[src/rtl/mprj_logic_high_seq.sv]
// mprj_logic_high_seq: staggered ramp-on / reverse ramp-off driver for the user-project enable lines.
`default_nettype none

module mprj_logic_high_seq #(
    parameter int WIDTH       = 463,
    parameter int GROUPS      = 8,
    parameter int STEP_CYCLES = 16
) (
    input  logic                         clk,
    input  logic                         resetn,
    input  logic                         en_req,
    input  logic                         force_off,
    output logic [WIDTH-1:0]             HI,
    output logic [$clog2(GROUPS+1)-1:0]  level,
    output logic                         busy,
    output logic                         done
);

    localparam int GSIZE = (WIDTH + GROUPS - 1) / GROUPS;
    localparam int LW    = $clog2(GROUPS + 1);
    localparam int SW    = (STEP_CYCLES > 1) ? $clog2(STEP_CYCLES) : 1;
    localparam logic [LW-1:0] LAST_GRP  = LW'(GROUPS);
    localparam logic [LW-1:0] TOP_DROP  = LW'(GROUPS - 1);
    localparam logic [SW-1:0] LAST_STEP = SW'(STEP_CYCLES - 1);

    typedef enum logic [1:0] {
        S_IDLE      = 2'd0,
        S_RAMP_UP   = 2'd1,
        S_ON        = 2'd2,
        S_RAMP_DOWN = 2'd3
    } state_t;

    state_t          r_state, w_state_nxt;
    logic [LW-1:0]   r_grp, w_grp_nxt, w_grp_up, w_grp_dn;
    logic [SW-1:0]   r_step, w_step_nxt;
    logic            w_step_last;
    logic [WIDTH-1:0] r_hi, w_hi_nxt;

    assign w_grp_up    = r_grp + LW'(1);
    assign w_grp_dn    = r_grp - LW'(1);
    assign w_step_last = (r_step == LAST_STEP);

    always_comb begin
        w_state_nxt = r_state;
        w_grp_nxt   = r_grp;
        w_step_nxt  = r_step;
        if (force_off) begin
            w_state_nxt = S_IDLE;
            w_grp_nxt   = '0;
            w_step_nxt  = '0;
        end else begin
            case (r_state)
                S_IDLE: begin
                    if (en_req) begin
                        w_grp_nxt   = LW'(1);
                        w_step_nxt  = '0;
                        w_state_nxt = (GROUPS == 1) ? S_ON : S_RAMP_UP;
                    end
                end
                S_RAMP_UP: begin
                    // A reversal moves one group immediately, then resumes normal pacing.
                    if (!en_req) begin
                        w_grp_nxt   = w_grp_dn;
                        w_step_nxt  = '0;
                        w_state_nxt = (w_grp_dn == '0) ? S_IDLE : S_RAMP_DOWN;
                    end else if (w_step_last) begin
                        w_grp_nxt   = w_grp_up;
                        w_step_nxt  = '0;
                        w_state_nxt = (w_grp_up == LAST_GRP) ? S_ON : S_RAMP_UP;
                    end else begin
                        w_step_nxt  = r_step + SW'(1);
                    end
                end
                S_ON: begin
                    if (!en_req) begin
                        w_grp_nxt   = TOP_DROP;
                        w_step_nxt  = '0;
                        w_state_nxt = (GROUPS == 1) ? S_IDLE : S_RAMP_DOWN;
                    end
                end
                S_RAMP_DOWN: begin
                    if (en_req) begin
                        w_grp_nxt   = w_grp_up;
                        w_step_nxt  = '0;
                        w_state_nxt = (w_grp_up == LAST_GRP) ? S_ON : S_RAMP_UP;
                    end else if (w_step_last) begin
                        w_grp_nxt   = w_grp_dn;
                        w_step_nxt  = '0;
                        w_state_nxt = (w_grp_dn == '0) ? S_IDLE : S_RAMP_DOWN;
                    end else begin
                        w_step_nxt  = r_step + SW'(1);
                    end
                end
                default: begin
                    w_state_nxt = S_IDLE;
                    w_grp_nxt   = '0;
                    w_step_nxt  = '0;
                end
            endcase
        end
    end

    // HI is decoded from the next group count so it moves on the same edge as level.
    for (genvar i = 0; i < WIDTH; i++) begin : g_hi
        localparam logic [LW-1:0] GI = LW'(i / GSIZE);
        assign w_hi_nxt[i] = (w_grp_nxt > GI);
    end

    always_ff @(posedge clk or negedge resetn) begin
        if (!resetn) begin
            r_state <= S_IDLE;
            r_grp   <= '0;
            r_step  <= '0;
            r_hi    <= '0;
        end else begin
            r_state <= w_state_nxt;
            r_grp   <= w_grp_nxt;
            r_step  <= w_step_nxt;
            r_hi    <= w_hi_nxt;
        end
    end

    assign HI    = r_hi;
    assign level = r_grp;
    assign busy  = (r_state == S_RAMP_UP) || (r_state == S_RAMP_DOWN);
    assign done  = (r_state == S_ON);

endmodule

`default_nettype wire

[config.mk]
export PLATFORM = sky130hd
export DESIGN_NAME = mprj_logic_high_seq
export DESIGN_NICKNAME = d
export VERILOG_FILES = /design/src/rtl/mprj_logic_high_seq.sv
export SDC_FILE = /design/constraint.sdc
export NUM_CORES = 1
export LEC_CHECK = 0
export ABC_AREA = 1
export CAP_MARGIN = 0
export CORE_AREA = 2 2 184 186
export DETAILED_ROUTE_END_ITERATION = 10
export DIE_AREA = 0 0 186 188
export PLACE_DENSITY = 0.56
export SLEW_MARGIN = 10
export SYNTH_ARGS = -nofsm -noshare
export SYNTH_HDL_FRONTEND = slang
export SYNTH_SLANG_ARGS = --single-unit
export TNS_END_PERCENT = 30
[constraint.sdc]
create_clock -name clk -period 2 [get_ports clk]
set_input_delay 0.3 -clock clk [delete_from_list [all_inputs] [get_ports clk]]
set_output_delay 0.3 -clock clk [all_outputs]
set_load 0.02 [all_outputs]
==> results of run 1 <==
[where the power goes]
group          leakage, nW  internal (mW)  switching (mW)
Combinational         2.46           4.29            4.92
Clock               0.0409          0.267           0.119
Sequential           0.216          0.411          0.0655
[cell usage in the layout, fill, tap and decap left out, types with 8 or more instances in the layout]
| cell type | n |
|---|---|
| buf_12 | 8 |
| buf_4 | 11 |
| clkdlybuf4s50_1 | 460 |
| dfrtp_1 | 11 |
| dlymetal6s2s_1 | 12 |
| inv_1 | 14 |
| nand2_1 | 48 |
| nand3_1 | 13 |
| nor2_1 | 9 |
| o21ai_0 | 8 |
[repair_timing]
action                     in CTS  in global routing
resized for setup               0                 12
setup endpoints to repair       0                 51
hold buffers                    0                  0
setup buffers                   0                  1
[flip-flops by register name, indices dropped and copies added (netlist names)]
signal   flops
HI           7
level        4
r_step       4
r_state      2
[worst max-delay path, delay by kind of cell, from the launching register on]
family                 cells  cell delay [ns]
buffers and inverters      2             0.88
DFF                        1             0.36
[stage by stage]
step,utilization (%),instances,total power [mW]
after floorplan,-,611,7.97
after global placement,20.1,1088,9.80
after detailed placement,20.1,1088,9.84
after CTS,20.3,1092,10.2
after global routing,20.4,1093,10.5
final,20.4,1093,10.1
[path summary, 6_finish.rpt]
check / start / endpoint / slack, ns / depth (start not counted)
max reg2reg: level[0] / HI[347] / 0.32 / 10
max in group asynchronous: resetn / level[3] / 1.40 / 2
min reg2reg: r_step[0] / r_step[0] / 0.51 / 1
max: HI[57] / HI[0] / 0.15 / 2
min: resetn / r_step[2] / 0.40 / 2
min in group clk: r_step[0] / r_step[0] / 0.51 / 1
[routing by layer]
metal  share of wire [%]  wire, um  up-vias  track usage (%)
li1                    -         -     1465                -
met1                  36      3870     1312             4.75
met2                  56      5940      174             10.3
met3                 7.5       801        2            0.408
met4                0.23        24        0            0.333
met5                   0         0        -                0
[cells by family (layout without fill, tap and decap cells)]
group                      Yosys count  count (layout)  synth area share (%)
DFF                                 17              17                  9.29
muxes                                1               1                 0.219
xor gates and xnor gates             4               4                 0.765
buffers and inverters              482             516                  77.4
and+or+nand+nor                     87              87                  9.18
adders and majority gates            5               5                  1.37
AOI/OAI and AO/OA                   15              15                  1.78
[final cells by class]
type	instances	area [um2]	share of cell area [%]
inverters	21	81.3	1.20
well taps	448	561	8.29
clock buffers	3	75.1	1.11
multi-input cells	112	609	9.01
repair buffers	491	5000	73.9
flip-flops and latches	17	433	6.40
clock inverters	1	5.00	0.0740
==> reports/summary.md, run 1 <==
The flow ran to the end, and the final reports show no timing, DRC or antenna violations. The tool flagged a number of max-cap violations equal to 0. For the count of vias placed by the detailed router, the log shows 2,953.

Of the cells placed in the final design, the portion with a size suffix greater than 1 is 7.91%. The most frequently used flop master after synthesis is dfrtp_1. The detail-routed net length per standard cell was 9.73 um. The critical-path maximum fanout came out at 58. In the post-synthesis netlist, the cell with the most instances is buf_4. Traced cell by cell, the critical path runs through buf_12 -> clkdlybuf4s50_1. The number of ports placed on the die boundary was 473. A synthesized cell averages 7.49 um2. The fill cell instance count of the final layout was 3,628. The clock-pin slew on the worst setup and hold paths was 0.05 ns. The layout-stage area growth over the synthesis result is 47.7%. By area the synthesized netlist is led by buf_4 75%, dfrtp_1 9.3%, nand2_1 3.9%. The tools report the largest net degree at the start of global routing as 63. Yosys mapped a number of flops with a built-in enable equal to 0. The logs give 0 for the number of antenna cells inserted and 0.00236 ns for the worst setup skew after layout.

The floorplan step defined a die boundary enclosing 35,000 um2. Setup repair after global routing left no endpoint under its margin. The tools report the kind of launch point of the worst setup path as a flip-flop. The share of the Yosys chip area taken by registers is 9.29%. The clock latency of the later-clocked register in the worst-skew pair is 0.24 ns, and the number of cells produced by synthesis is 611. The total standard cell area after synthesis was 4580 um2; the net count of the mapped netlist was 620. The worst setup path is captured at a primary output.

The smallest setup slack after layout is 0.153 ns, and the floorplan core area is 33,100 um2. For the relative slew slack, the log shows 75.3%. For the pin with the worst max-slew slack, the measured transition is 0.371 ns.

Subtracting the final worst setup slack from the clock period gives 1.85 ns. The tools report the count of TritonRoute iterations in the first routing pass as 4. TritonCTS built the clock tree. Peak ir drop on the vdd network: 0.788 mV. The tools report the via count of the first global-routing pass as 2,209. The number of slew-limit violations in the final report is 0, and the number of flip-flops and latches in the synthesized netlist is 17.

For this run the aggregate overflow at the end of global routing stands at 0. CTS buffer count: 3. The run gives 4.68% as the total track usage. Buffer depth of the longest clock path: 2. The die extent in x is 186 um.

Based on the critical path, the design can be clocked at up to 0.541 GHz. The share of synthesized area in the top cell type comes to 74.9%. The post-route worst hold slack was 0.397 ns; the total clock sinks was 17. After synthesis, the most frequently instantiated cells are 457 x buf_4, 48 x nand2_1, 17 x dfrtp_1, 14 x inv_1, 13 x nand3_1. The run gives 0 as the final antenna-violating net count. The final-report setup violation count is 0. Prior to clock tree synthesis, the placed netlist has a worst setup slack of 0.0481 ns. The routability congestion estimate was 0.835.

The final design instance area without fill was 6760 um2; the count of port buffers added during placement was 472. Worst-path cell with the longest stage delay: clkdlybuf4s50_1. The cell sitting at the root of the clock tree is a clkbuf_16. The netlist uses 28 different library cells. The hold violation total from the final report was 0; the number of warnings printed during yosys synthesis was 0.

The initialized floorplan defines 67 standard-cell rows. Final total negative setup slack: 0 ns. The synthesized design spends more area on one cell type than any other, namely buf_4.

The share of async-settable or async-resettable flops after synthesis is 100%. After detailed routing, the number of remaining DRC violations is 0. The tools report the endpoint required time on the critical path as 1.70 ns. Area of placed instances: 6640 um2. Initial antenna violation count: 0. The worst hold path class is primary input to async pin.

The arrival time at the worst endpoint was 1.55 ns. For this run, the post-layout net count is 655. In this design, the stage delay of the slowest critical-path cell is 0.67 ns. The vias per cell is 2.70.

After legalization and detailed placement, the total HPWL measured 8.47 mm. Dividing total power by cell area gives a power density of 1490 nW/um2. The tools report the wire length of the first global-routing pass as 13.4 mm.

In the finished design, the share of the clock period the worst path needs comes to 92.3%. In this run the static leakage power is 2.72 nW. The maximum level of the CTS H-tree was 1; the height of the chip was 188 um. The starting DRC count in detailed routing is 104, and the total wirelength of the detailed-routed design is 10.6 mm. The initial utilization of the core area, before any placement, comes to 13.8%. The critical path is of the flip-flop to primary output type.
No activity file was read; power rests on OpenSTA's default activity.
==> inputs of run 2 (changes only) <==
- PLACE_DENSITY: 0.56 -> 0.49
- SLEW_MARGIN: 10 -> 20
==> run 2 against run 1 <==
Via count shrank 0.54%. Power is 0.39% higher. Non-clock buffer count rose by 4. Final cell count rose by 0.37%. Global-route usage rose by 0.062 points. Combinational power is essentially flat. Sequential share of layout area is essentially flat. Utilization hardly changed. Flip-flop and latch count stayed put. Final area barely moved. Critical path depth is the same. Wire length down 0.75%. Largest power group unchanged. Critical endpoint is now done.
==> reports/summary.md, run 2 (synthesis results as in run 1) <==
The count of vias placed by the detailed router is 2,937 (-0.54%), and the share of the cycle needed by the critical path after routing is 94.5% (+2.2 points). The tools report the kind of launch point of the worst setup path as a flip-flop. The run gives 13.8% (unchanged) as the starting density of the core. The number of instances in the placed design came out at 1,091 (+0.28%). Critical-path maximum fanout: 9 (-84%). Setup repair after global routing left no endpoint under its margin. The tools report the hold violation total from the final report as 0 (unchanged). The net total in the final layout was 659 (+0.61%). In the layout the commonest cells are 472 x clkdlybuf4s50_1, 48 x nand2_1, 15 x buf_4. The startpoint identified for the worst register-to-register timing path is level[0].

The run gives 0 (unchanged) as the number of slew-limit violations in the final report. The number of antenna cells inserted is 0 (unchanged). Capture instance of the worst register-to-register path: HI[347]. The cell area power density was 1500 nW/um2 (+0.37%). The worst hold path class is primary input to async pin. The number of standard cells in the final layout excluding fillers is 1,097 (+0.37%), and the number of flip-flops under the largest register name is 7 (unchanged). The post-route DRC violation count is 0 (unchanged).

Path depth of the worst reg2reg path: 10 (unchanged). The run gives 17 (unchanged) as the total clock sinks. The tools report the routability congestion estimate as 0.822 (-1.5%). The logs give 8.57 mm (+1.2%) for the estimated wirelength of the detail-placed design and 0.529 GHz (-2.3%) for the highest attainable clock frequency.

The count of port buffers added during placement works out to 472 (unchanged). The detail-routed net length per standard cell is 9.62 um (-1.1%), and the peak ir drop on the vdd network is 0.670 mV (-15%). The vias per cell was 2.68 (-0.90%). The actual transition at the worst max-transition pin was 0.350 ns (-0.0212 ns).

The kind of end point of the critical path is a primary output. The remaining global-route overflow was 0 (unchanged); the layout-stage area growth over the synthesis result was 47.7% (about the same). The final antenna-violating net count was 0 (unchanged). The total track usage is 4.74% (+0.062 points), and the maximum level of the CTS H-tree is 1 (unchanged).

The CTS buffer count came out at 3 (unchanged). The die extent in x is 186 um (unchanged), and the buffer depth of the longest clock path is 2 (unchanged). The worst-path cell with the longest stage delay is clkdlybuf4s50_1. The run gives 6 (+2) as the count of TritonRoute iterations in the first routing pass. The arrival time at the worst endpoint came out at 1.59 ns (+0.04 ns). The tools report the total die area as 35,000 um2 (unchanged). Clock latency of the later-clocked register in the worst-skew pair: 0.24 ns (about the same). The relative slew slack was 76.7% (+1.4 points); the largest net degree at the start of global routing was 59 (-6.3%). For the setup slack on the worst flop-to-flop path, the log shows 0.33 ns (about the same). The height of the chip was 188 um (unchanged).

For the worst setup skew after layout, the log shows 0.00358 ns (+0.00122 ns). The starting DRC count in detailed routing is 80 (-23%). The logs give 0 ns (unchanged) for the final total negative setup slack and 6760 um2 (about the same) for the final design instance area without fill.

The logs give 33,100 um2 (unchanged) for the floorplan core area and 1.70 ns (about the same) for the endpoint required time on the critical path. The via count of the first global-routing pass was 2,291 (+3.7%). The signal on the critical path passes through nor2_1 -> clkdlybuf4s50_1. The run gives 609 um2 (unchanged) as the area of the multi-input gates. The leakage power of the design was 2.53 nW (-6.9%); the largest stage delay on the critical path was 0.64 ns (-0.03 ns).

The wire length of the first global-routing pass was 13.5 mm (+0.57%). The tools report the initial antenna violation count as 0 (unchanged). Final critical-path required period: 1.89 ns (+0.0434 ns). TritonCTS built the clock tree. For the number of ports placed on the die boundary, the log shows 473 (unchanged). The number of hold buffers added after cts is 0 (unchanged). For the row count, the log shows 67 (unchanged).

The tools report the area of placed instances as 6670 um2 (+0.32%). Share of cells above drive strength 1: 8.32% (+0.41 points). The final-report setup violation count came out at 0 (unchanged).

The run finished with clean final reports. The critical path in this run is classified as flip-flop to primary output. The max-cap check violation count is 0 (unchanged). The root buffer cell chosen for the clock tree is clkbuf_16. The logs give 432 um2 (-0.29%) for the sequential cell area in the final layout and 2 (+2) for the number of buffers inserted to repair setup after CTS. The library cell used most frequently in the layout, excluding fill and tap cells, is clkdlybuf4s50_1. The run gives 0 (unchanged) as the count of instances resized after the clock tree is built.

Clock-pin slew on the worst setup and hold paths: 0.05 ns (about the same). The logs give 3,649 (+0.58%) for the fill cell instance count of the final layout and 10.6 mm (-0.75%) for the total wirelength of the detailed-routed design.
[run 2: cell types whose count changed in the layout (fill, tap and decap cells not counted), sizes merged]
cell           before  now
clkinvlp            0    1
clkinv              1    0
buf                19   23
clkdlybuf4s50     460  472
dlymetal6s2s       12    0
[run 2: power by group]
group,switching (mW),total (mW),internal (mW)
registers,0.0763,0.487,0.410
logic,4.91,9.23,4.32
clock network,0.129,0.398,0.269
[run 2: worst max-delay path by stage]
stage / endpoint / from
2_1_floorplan: HI[100] / HI[115]
4_1_cts: done / r_state[0]
5_1_grt: done / r_state[0]
6_report: done / r_state[0]
3_5_place_dp: HI[57] / en_req
3_3_place_gp: HI[57] / en_req
[run 2: per-stage QoR]
step | util (%) | setup WS (ns) | power (mW) | hold WS [ns]
2_1_floorplan | - | 0.129 | 7.97 | 0.00441
3_3_place_gp | 20.1 | 0.0589 | 9.84 | 0.512
6_report | 20.4 | 0.110 | 10.1 | 0.389
3_5_place_dp | 20.1 | 0.0286 | 9.84 | 0.513
5_1_grt | 20.4 | 0.0374 | 10.6 | 0.421
4_1_cts | 20.4 | 0.0894 | 10.3 | 0.403
[run 2: critical path, delay by kind of cell, from the launching register on]
| kind | cells | cell delay [ns] |
|---|---|---|
| DFF | 1 | 0.50 |
| and+or+nand+nor | 1 | 0.21 |
| buffers and inverters | 1 | 0.64 |
[run 2: cell type report]
class	instances	share of cell area [%]
clock inverter	1	0.111
sequential	17	6.38
clock buffer	3	1.11
tap	448	8.29
inverter	21	1.20
multi-input combinational	112	9.01
timing repair buffer	495	73.9
[run 2: layer usage]
layer  global-route usage [%]  wire [um]  part of all wire (%)
met2                     9.75       5570                    53
met3                    0.252        858                   8.1
met5                        0          0                     0
met1                     5.17       4070                    39
met4                    0.999         63                  0.60
==> inputs of run 3 (changes only) <==
- CELL_PAD_IN_SITES_DETAIL_PLACEMENT: default -> 2
- CELL_PAD_IN_SITES_GLOBAL_PLACEMENT: default -> 2
- CORE_AREA: 2 2 184 186 -> default
- CORE_MARGIN: default -> 2
- CORE_UTILIZATION: default -> 12
- DIE_AREA: 0 0 186 188 -> default
- PLACE_DENSITY: 0.49 -> 0.8
==> run 3 against run 2 <==
Flip-flop and latch count is the same. Clock power grew 2%. Setup slack worse by 0.037 ns. Power grew 0.93%. Maximum frequency down 1.9%.
==> reports/summary.md, run 3 (synthesis results as in run 1) <==
For the number of buffers inserted to repair setup after CTS, the log shows 0 (-2). The routability congestion estimate came out at 0.750 (-8.8%). The height of the chip came out at 199 um (+6.0%). The arrival time at the worst endpoint is 1.63 ns (+0.04 ns), and the number of flip-flops under the largest register name is 7 (unchanged).

The largest stage delay on the critical path works out to 0.65 ns (about the same). The via count of the first global-routing pass came out at 2,757 (+20%). Relative to the synthesized area, the layout overhead comes to 49.8%. Cell area power density: 1490 nW/um2 (-0.49%).

The switching share of power works out to 51.4% (+0.88 points). Relative slew slack: 77.7% (+1.1 points). For the largest net degree at the start of global routing, the log shows 59 (unchanged). STA classifies the critical path startpoint as a flip-flop. The most used routing layer is met2. Endpoint required time on the critical path: 1.70 ns (about the same). The critical path depth in cells was 2 (unchanged); the hold violation total from the final report was 0 (unchanged). Setup repair after global routing left no endpoint under its margin. For the floorplan core area, the log shows 37,600 um2 (+13%). The starting density of the core was 12.2% (-1.6 points). The share of the cycle needed by the critical path after routing came out at 96.3% (+1.8 points).

The logs give 0 (unchanged) for the final-report setup violation count and 0 (unchanged) for the number of slew-limit violations in the final report. The leakage power of the design is 2.83 nW (+12%). The vias per cell was 2.69 (+0.62%). The highest attainable clock frequency is 0.519 GHz (-1.9%).

TritonCTS built the clock tree. The number of antenna cells inserted was 0 (unchanged); the max-cap check violation count was 0 (unchanged). The critical-path maximum fanout is 58 (+49). The tools report the internal power as 4.96 mW (-0.87%).

The logs give 0.443 mV (-34%) for the peak ir drop on the vdd network and 0 ns (unchanged) for the final total negative setup slack. Total track usage: 5.25% (+0.51 points). The library cells used most frequently in the layout, excluding fill and tap cells, are 452 x clkdlybuf4s50_1, 48 x nand2_1, 20 x dlymetal6s2s_1. The CTS buffer count was 3 (unchanged); the row count was 71 (+6.0%). The kind of cell with the highest combined delay on the critical path was buffers and inverters. Walking the worst path, the cells encountered are buf_12 -> clkdlybuf4s50_1. For the remaining global-route overflow, the log shows 0 (unchanged). The clock network fraction of total power was 4.0% (about the same); the number of ports placed on the die boundary was 473 (unchanged). The worst path buffer plus inverter count works out to 2 (+1). The path depth of the worst reg2reg path works out to 11 (+1). The type of the worst setup path was flip-flop to primary output.

The count of port buffers added during placement is 472 (unchanged). For the worst setup skew after layout, the log shows 0.00177 ns (-0.00181 ns). Final antenna-violating net count: 0 (unchanged). The initial antenna violation count is 0 (unchanged), and the met2 routing resource usage after global routing is 10.9% (+1.2 points).

The total die area is 39,700 um2 (+14%). For the maximum level of the CTS H-tree, the log shows 1 (unchanged). Total wirelength of the detailed-routed design: 13.4 mm (+27%). The count of TritonRoute iterations in the first routing pass was 4 (-2); the count of vias placed by the detailed router was 3,114 (+6.0%). Post-route DRC violation count: 0 (unchanged). STA classifies the critical path endpoint as a primary output. The die extent in x was 199 um (+7.2%). Switching component of the power: 5.25 mW (+2.7%). Buffer cell driving the clock tree root: clkbuf_16. The met3 track demand over resource was 0.793% (+0.54 points); the number of hold buffers added after cts was 0 (unchanged). The actual transition at the worst max-transition pin is 0.333 ns (-0.0169 ns), and the share of cells above drive strength 1 is 7.75% (-0.57 points). Sequential share of power: 4.7% (about the same).

The total clock sinks came out at 17 (unchanged). The largest individual stage delay along the critical path comes from the cell clkdlybuf4s50_1. The count of instances resized after the clock tree is built was 0 (unchanged); the clock-pin slew on the worst setup and hold paths was 0.05 ns (about the same). The estimated wirelength of the detail-placed design was 10.7 mm (+24%). Buffer depth of the longest clock path: 2 (unchanged). The post-route worst hold slack came out at 0.386 ns (-0.00205 ns). Leading cell type in the layout, fill and taps excluded: clkdlybuf4s50_1. Portion of total power attributed to combinational logic: 91.3% (about the same). The final critical-path required period was 1.93 ns (+0.0366 ns).

The run finished with clean final reports. The detail-routed net length per standard cell came out at 11.6 um (+21%). The starting DRC count in detailed routing came out at 77 (-3.8%). The net total in the final layout is 655 (-0.61%). The met1 routing resource usage after global routing came out at 5.33% (+0.16 points). Worst hold path class: primary input to async pin.

The run gives 16.7 mm (+24%) as the wire length of the first global-routing pass. The run gives 0.25 ns (about the same) as the clock latency of the later-clocked register in the worst-skew pair.
run 3: cell types whose count changed in the layout (fill, tap and decap cells not counted):
cell / delta
clkdlybuf4s50_1: -20
buf_4: -4
clkinv_2: +1
dlymetal6s2s_1: +20
clkinvlp_4: -1
run 3: layout make-up:
class / instances / area (um2)
multi-input combinational: 112 / 609
inverter: 21 / 81.3
sequential: 17 / 432
clock inverter: 1 / 5.00
clock buffer: 3 / 75.1
fill: 4298 / 30700
tap: 511 / 639
timing repair buffer: 491 / 5020
run 3: layer usage:
layer	routed length, um	vias to the layer above	share of wire (%)
li1	-	1461	-
met1	4710	1425	35
met2	7210	224	54
met3	1400	4	10
met4	84	0	0.63
met5	0	-	0
run 3: final timing paths:
check	startpoint	endpoint	slack, ns
max	level[3]	HI[430]	0.07
min	resetn	HI[231]	0.39
max reg2reg	level[0]	HI[57]	0.29
min reg2reg	r_step[0]	r_step[0]	0.51
max in group asynchronous	resetn	HI[57]	1.41
min in group clk	r_step[0]	r_step[0]	0.51
run 3: through the flow:
step | instance area, um2 | setup slack, ns | cells | util (%) | total power [mW]
3_5_place_dp | 6730 | -0.0482 | 1152 | 17.9 | 9.99
3_3_place_gp | 6730 | 0.0612 | 1152 | 17.9 | 9.83
5_1_grt | 6860 | 0.000759 | 1156 | 18.3 | 10.7
6_report | 6860 | 0.0732 | 1156 | 18.3 | 10.2
4_1_cts | 6810 | 0.00161 | 1156 | 18.1 | 10.4
2_1_floorplan | 4580 | 0.129 | 611 | - | 7.97
run 3: power by group through the flow:
| stage | clock (mW) | combinational (mW) | sequential, mW |
|---|---|---|---|
| 3_3_place_gp | 0 | 9.35 | 0.489 |
| 2_1_floorplan | 0 | 7.00 | 0.973 |
| 4_1_cts | 0.415 | 9.52 | 0.485 |
| 5_1_grt | 0.433 | 9.77 | 0.491 |
| 3_5_place_dp | 0 | 9.50 | 0.490 |
| 6_report | 0.404 | 9.32 | 0.479 |
